[config.mk]
export PLATFORM = sky130hd
export DESIGN_NAME = adder_share_ctrl
export DESIGN_NICKNAME = d
export VERILOG_FILES = /design/src/rtl/adder_share_pkg.sv /design/src/rtl/add_ovf16.sv /design/src/rtl/adder_share_ctrl.sv
export SDC_FILE = /design/constraint.sdc
export NUM_CORES = 1
export LEC_CHECK = 0
export CAP_MARGIN = 5
export CORE_UTILIZATION = 30
export CTS_CLUSTER_SIZE = 24
export DETAILED_ROUTE_END_ITERATION = 12
export SLEW_MARGIN = 20
export SYNTH_ARGS = -nofsm -noshare
export SYNTH_HDL_FRONTEND = slang
export SYNTH_SLANG_ARGS = --single-unit
[constraint.sdc]
create_clock -name clk -period 3.71 [get_ports clk]
set_input_delay 0.371 -clock clk [delete_from_list [all_inputs] [get_ports clk]]
set_output_delay 0.371 -clock clk [all_outputs]
set_load 0.005 [all_outputs]
[src/rtl/adder_share_pkg.sv]
// Shared types and constants for the two-requester adder sharing block.
// Provides the FSM state enum, default width and requester ids.
package adder_share_pkg;

  typedef enum logic [1:0] {
    IDLE = 2'd0,
    CALC = 2'd1,
    HOLD = 2'd2
  } state_t;

  localparam int WIDTH_DEF = 16;

  localparam logic ID0 = 1'b0;
  localparam logic ID1 = 1'b1;

endpackage

[src/rtl/add_ovf16.sv]
// Combinational WIDTH-bit adder with unsigned carry-out.
// Ports: a, b in; sum = (a+b) mod 2^WIDTH, carry = bit WIDTH of a+b.
module add_ovf16 #(
  parameter int WIDTH = 16
) (
  input  logic [WIDTH-1:0] a,
  input  logic [WIDTH-1:0] b,
  output logic [WIDTH-1:0] sum,
  output logic             carry
);

  assign {carry, sum} = {1'b0, a} + {1'b0, b};

endmodule

[src/rtl/adder_share_ctrl.sv]
// Round-robin sharing of one adder between two valid/ready requesters.
// Ports: clk, rst; req0/req1 valid,a,b,ready; res valid,ready,sum,ovf,id; busy.
module adder_share_ctrl
  import adder_share_pkg::*;
#(
  parameter int WIDTH      = WIDTH_DEF,
  parameter bit PRIO_RESET = ID0
) (
  input  logic             clk,
  input  logic             rst,
  input  logic             req0_valid,
  input  logic [WIDTH-1:0] req0_a,
  input  logic [WIDTH-1:0] req0_b,
  output logic             req0_ready,
  input  logic             req1_valid,
  input  logic [WIDTH-1:0] req1_a,
  input  logic [WIDTH-1:0] req1_b,
  output logic             req1_ready,
  output logic             res_valid,
  input  logic             res_ready,
  output logic [WIDTH-1:0] res_sum,
  output logic             res_ovf,
  output logic             res_id,
  output logic             busy
);

  state_t state;
  state_t state_nx;

  logic             ptr;
  logic [WIDTH-1:0] op_a;
  logic [WIDTH-1:0] op_b;
  logic             op_id;
  logic             grant0;
  logic             grant1;
  logic [WIDTH-1:0] add_sum;
  logic             add_c;

  add_ovf16 #(.WIDTH(WIDTH)) u_add (
    .a     (op_a),
    .b     (op_b),
    .sum   (add_sum),
    .carry (add_c)
  );

  always_ff @(posedge clk) begin
    if (rst) state <= IDLE;
    else     state <= state_nx;
  end

  // Grants exist only in IDLE; on contention the pointer decides.
  always_comb begin
    state_nx = state;
    grant0   = 1'b0;
    grant1   = 1'b0;
    unique case (state)
      IDLE: begin
        grant0 = req0_valid && (!req1_valid || ptr == ID0);
        grant1 = req1_valid && (!req0_valid || ptr == ID1);
        if (grant0 || grant1) state_nx = CALC;
      end
      CALC: state_nx = HOLD;
      HOLD: if (res_ready) state_nx = IDLE;
      default: state_nx = IDLE;
    endcase
  end

  assign req0_ready = grant0;
  assign req1_ready = grant1;
  assign res_valid  = (state == HOLD);
  assign busy       = (state != IDLE);

  always_ff @(posedge clk) begin
    if (rst) begin
      ptr     <= PRIO_RESET;
      op_a    <= '0;
      op_b    <= '0;
      op_id   <= ID0;
      res_sum <= '0;
      res_ovf <= 1'b0;
      res_id  <= ID0;
    end else begin
      if (grant0) begin
        op_a  <= req0_a;
        op_b  <= req0_b;
        op_id <= ID0;
      end else if (grant1) begin
        op_a  <= req1_a;
        op_b  <= req1_b;
        op_id <= ID1;
      end
      if (state == CALC) begin
        res_sum <= add_sum;
        res_ovf <= add_c;
        res_id  <= op_id;
      end
      // Pointer moves only on an accepted result.
      if (state == HOLD && res_ready) ptr <= ~res_id;
    end
  end

endmodule

======== Word level (Yosys, flattened, before mapping) ========
Index checks and enable logic that the tools add are counted.
storage, ports and cells
  bits in registers ....................... 54
  output and inout port bits .............. 22
  bits of input ports ..................... 69
  word-level logic and storage cells ...... 37
cells by class
  bitwise logic cells ..................... 2
  muxes and demuxes ....................... 9
  add/subtract/negate cells ............... 1
  equal/unequal tests ..................... 4
  reductions and logical operators ........ 13
operators with widths
  operator            number
  $mux 16             4
  $add 16x16->17      1
  $pmux 2 s3          1
  $mux 2              2
  $reduce_bool 2->1   2
  $logic_and 1x1->1   3
  $logic_or 1x1->1    3
  $eq 2x1->1 const B  1
  $eq 2x2->1 const B  1
  $logic_not 1->1     2
  $logic_not 2->1     1
  $mux 1              2
  $ne 2x1->1 const B  1
  $ne 2x2->1 const B  1
  $not 1->1           2
  $reduce_and 2->1    1
  $reduce_or 2->1     1

======== Depth between registers and ports, before layout ========
  depth in word-level cells ............... 6
  depth in mapped cells ................... 8
  mapped depth without buffers ............ 8

======== Cells and area by module ========
A second synthesis with hierarchy kept.
second synthesis, totals
  cells, all modules ...................... 401
  area total of the unflattened synthesis .. 3513.4 µm²
modules (own cells, without submodules)
  module            cells an instance  area each (µm²)  times used  sequential area each (µm²)
  adder_share_ctrl  291                2657.5           1           1081.0
  add_ovf16         110                855.8            1           0.0

======== Least setup slack after synthesis ========
Ideal clock, no wire load.
  path kind ............................... reg-to-reg
  start point ............................. register op_a[0]
  end point ............................... register res_ovf
  setup time .............................. 132 ps
  period minus slack after synthesis ...... 2098 ps
  slack ................................... 1612 ps
  arrival ................................. 1967 ps
  buffers on the path ..................... 0
  data required time ...................... 3578 ps
  cell stages (with the launch flop) ...... 9
  cells stage by stage .................... dfxtp_1 ha_1 fa_1 a21oi_1 o21ai_1 a41oi_2 o221ai_2 a2111oi_2 nor3_1
on the way
  longest elaborated chain between the ends .. 1
RTL lines
  item                    RTL line                text
  start, declared         adder_share_ctrl.sv:31  logic [WIDTH-1:0] op_a;
  start signal, assigned  adder_share_ctrl.sv:84  op_a <= req0_a;
  start signal, assigned  adder_share_ctrl.sv:88  op_a <= req1_a;
  $add 16x16->17          add_ovf16.sv:12         assign {carry, sum} = {1'b0, a} + {1'b0, b};
  end signal, assigned    adder_share_ctrl.sv:80  res_ovf <= 1'b0;
  end signal, assigned    adder_share_ctrl.sv:94  res_ovf <= add_c;
  end, declared           adder_share_ctrl.sv:22  output logic res_ovf,
No other way between the ends.
A chain may end at the register's enable or synchronous reset.

======== Worst setup path after layout ========
  start point ............................. input port req0_valid
  end point ............................... output port req1_ready
on the way
  longest elaborated chain between the ends .. 4
RTL lines
  item               RTL line                text
  start, declared    adder_share_ctrl.sv:11  input logic req0_valid,
  $logic_not 1->1    adder_share_ctrl.sv:59  grant1 = req1_valid && (!req0_valid || ptr == ID1);
  $logic_or 1x1->1   adder_share_ctrl.sv:59
  $logic_and 1x1->1  adder_share_ctrl.sv:59
  $mux 1             adder_share_ctrl.sv:56  unique case (state)
  end, declared      adder_share_ctrl.sv:18  output logic req1_ready,
No other way between the ends.

==> impl_metrics.py <==
metrics = {
    "outcome": {
        "outcome": "finished clean",
    },
    "synthesis": {
        "ys_ff_latch": 54,
        "postSynthNetCount": 440,
        "synth_area_um2": 2820,
        "async_reset_ff_share_pct": 0,
        "yosysWarnings": 0,
        "syn_area_per_cell_um2": 7.95,
        "ys_types": 40,
        "synth_cells": 354,
        "synth-edff-count": 0,
        "ys_seq_area_share_pct": 38.4,
        "synth_ff_type": "dfxtp_1",
    },
    "die": {
        "coreArea_um2": 8890,
        "num_rows": 34,
        "num_io_pins": 91,
        "dieArea_um2": 9780,
        "start_util_pct": 31.7,
        "fp.dieW_um": 98.9,
        "die_h_um": 98.9,
    },
    "layout": {
        "ff_latch_area_um2": 1080,
        "layout-drive-gt1-share_pct": 4.17,
        "areaGrowthSynthToFinish_pct": 37.6,
        "fillCellCount": 879,
        "multiInputGateArea_um2": 1610,
        "layout.nets": 517,
        "antennaDiodeCount": 0,
    },
    "timing": {
        "setup_tns_ns": 0,
        "worst_slew_pin_slew_ns": 0.895,
        "maxSlewViolCount": 0,
        "whs_ns": 0.456,
        "fin_crit_ns": 2.37,
        "setup_viol": 0,
        "fin_crit_sh_pct": 64.0,
        "grt_setup_unrepaired": "false",
        "clock.fmax_mhz": 421,
        "slew-limit-headroom_pct": 40.3,
        "setup_ws_ns": 1.34,
        "hold_viol_final": 0,
        "fin_skew_ns": 0.00794,
    },
    "grt": {
        "use_met1_pct": 22.1,
        "top_usage_layer": "met2",
        "antenna_found_initial": 0,
        "grt.met2_usage_pct": 23.9,
        "grt-ovfl-total": 0,
        "grt_pass1_wl_um": 12400,
        "grt_pass1_vias": 2707,
        "grt_max_degree": 66,
        "met3_usage_pct": 3.05,
        "grt_use_total_pct": 15.6,
    },
    "worst_setup_path": {
        "critPathMaxStageDelay_ns": 0.50,
        "cp-start-kind": "primary input",
        "worst_path_most_repeated_cell": "clkdlybuf4s50_1",
        "end_kind": "output port",
        "crit_fanout": 34,
        "slowest_stage": "clkdlybuf4s50_1",
        "r2r_start": "op_a[0]",
        "crit_buf_inv": 4,
        "crit_required_ns": 3.34,
        "worstPathArrival_ns": 2.00,
        "r2r_slack_ns": 1.42,
        "rr_worst_depth": 8,
        "crit_chain": "clkdlybuf4s50_1, nand2b_1, nand3_1, buf_4, clkinv_1, clkdlybuf4s50_1",
        "reg2reg_to": "res_ovf",
        "worst_path_dominant_cell_family": "buffers and inverters",
        "crit_type": "in -> out",
    },
    "run": {
        "cap_violations": 0,
    },
    "clock_network": {
        "cts.path.max_buffers": 2,
        "clock_latency_ns": 0.31,
        "cts_htree_levels": 2,
        "post_cts_buffers": 0,
        "cts_sinks": 54,
        "cts_tree": "done",
        "cts_buffers": 5,
        "cts_resized": 0,
        "path_clk_slew_ns": 0.09,
        "root_buffer": "clkbuf_8",
        "postCtsHoldBufs": 0,
    },
    "worst_hold_path": {
        "hold_start": "res_sum[10]",
        "holdPathEnd": "res_sum[10]",
        "hold_path.class": "reg -> reg",
        "hold_depth": 2,
    },
    "placed_design": {
        "numPortBuffers": 90,
        "dp_slack_ns": 1.34,
        "gp_congestion": 0.816,
        "dp_hpwl_um": 5430,
    },
    "drt": {
        "wire_per_inst_um": 13.4,
        "vias": 2696,
        "first_pass_iters": 4,
        "vias_per_cell": 4.99,
        "wl_um": 7220,
        "drc": 0,
        "postRouteAntennaNets": 0,
        "drt-initial-drc-count": 137,
    },
    "power_and_ir_drop": {
        "ir_worst_vdd_mv": 0.149,
        "total_power_mw": 1.46,
        "power.leakage_nw": 1.45,
        "pwr_density_cell_nw_per_um2": 378,
    },
}
## Yosys cell counts, types with 2 or more instances
cell type / instances / share of area, %
a211oi_1: 2 / 0.53
a311oi_1: 33 / 10
nand3_1: 3 / 0.53
o21bai_1: 2 / 0.53
ha_1: 16 / 7.1
buf_1: 3 / 0.40
nand2b_1: 3 / 0.67
xnor2_1: 9 / 2.8
a22o_1: 5 / 1.6
nor3_1: 4 / 0.71
a21oi_1: 26 / 4.6
o21ai_0: 2 / 0.36
nor2_1: 41 / 5.5
a31oi_1: 2 / 0.44
inv_1: 8 / 1.1
dfxtp_1: 54 / 38
nand2_1: 91 / 12
o21a_1: 2 / 0.53
nor2b_1: 2 / 0.44
xor2_1: 4 / 1.2
o211ai_1: 2 / 0.53
clkbuf_1: 15 / 2.0
o21ai_1: 2 / 0.36
a21o_1: 3 / 0.80
buf_2: 5 / 0.89
## worst register-to-register path, stage by stage, from the launching register on
cell	delay, ns
dfxtp_1	0.32
ha_1	0.23
fa_1	0.40
a21oi_1	0.20
o21ai_1	0.15
a41oi_2	0.24
o221ai_2	0.16
a2111oi_2	0.36
nor3_1	0.07
## power breakdown
part | switching [mW] | internal, mW
registers | 0.0376 | 0.641
logic | 0.229 | 0.223
clock network | 0.183 | 0.151
## flip-flops by register name (all words and copies together), names as in the netlist
signal,count
res_sum,16
res_ovf,1
state,2
ptr,1
op_id,1
op_b,16
res_id,1
op_a,16
## how the worst max path moves through the flow
stage,cells past startpoint,end,start
after global routing,6,req1_ready,req0_valid
after detailed placement,6,req1_ready,req0_valid
after global placement,6,req1_ready,req0_valid
after CTS,6,req1_ready,req0_valid
final,6,req1_ready,req0_valid
after floorplan,8,res_ovf,op_a[0]
## cell type report
class / instances / area share (%)
multi-input combinational: 268 / 41.6
clock inverter: 1 / 0.129
inverter: 9 / 0.872
tap: 108 / 3.49
timing repair buffer: 93 / 23.7
sequential: 54 / 27.9
clock buffer: 7 / 2.23
## metrics by stage
step	utilization (%)	instance area, um2	cells
final	43.6	3870	540
after global routing	43.6	3870	540
after CTS	43.6	3870	540
after detailed placement	42.5	3780	532
after global placement	42.5	3780	532
after floorplan	-	2820	354
## cell usage in the layout, fill, tap and decap left out, types with 3 or more instances in the layout
cell type / instances
nand2_1: 91
clkdlybuf4s50_1: 89
dfxtp_1: 54
nor2_1: 41
a311oi_1: 33
a21oi_1: 26
ha_1: 16
xnor2_1: 9
inv_1: 8
clkbuf_8: 6
a22o_1: 5
xor2_1: 4
nor3_1: 4
nand2b_1: 3
a21o_1: 3
buf_4: 3
## logic make-up after synthesis
family	after synthesis	share of synthesized area (%)
DFF	54	38.4
adders and majority gates	17	7.82
buffers and inverters	32	4.49
and+or+nand+nor	147	20.8
AOI/OAI and AO/OA	91	24.5
xor gates and xnor gates	13	4.04
## per-layer routing
layer  vias up  routed length, um
met3         6                337
met4         0                 88
met1      1214               3740
li1       1402                  -
met5         -                  0
met2        74               3050
Note: power is estimated with default switching activity, not from simulation.
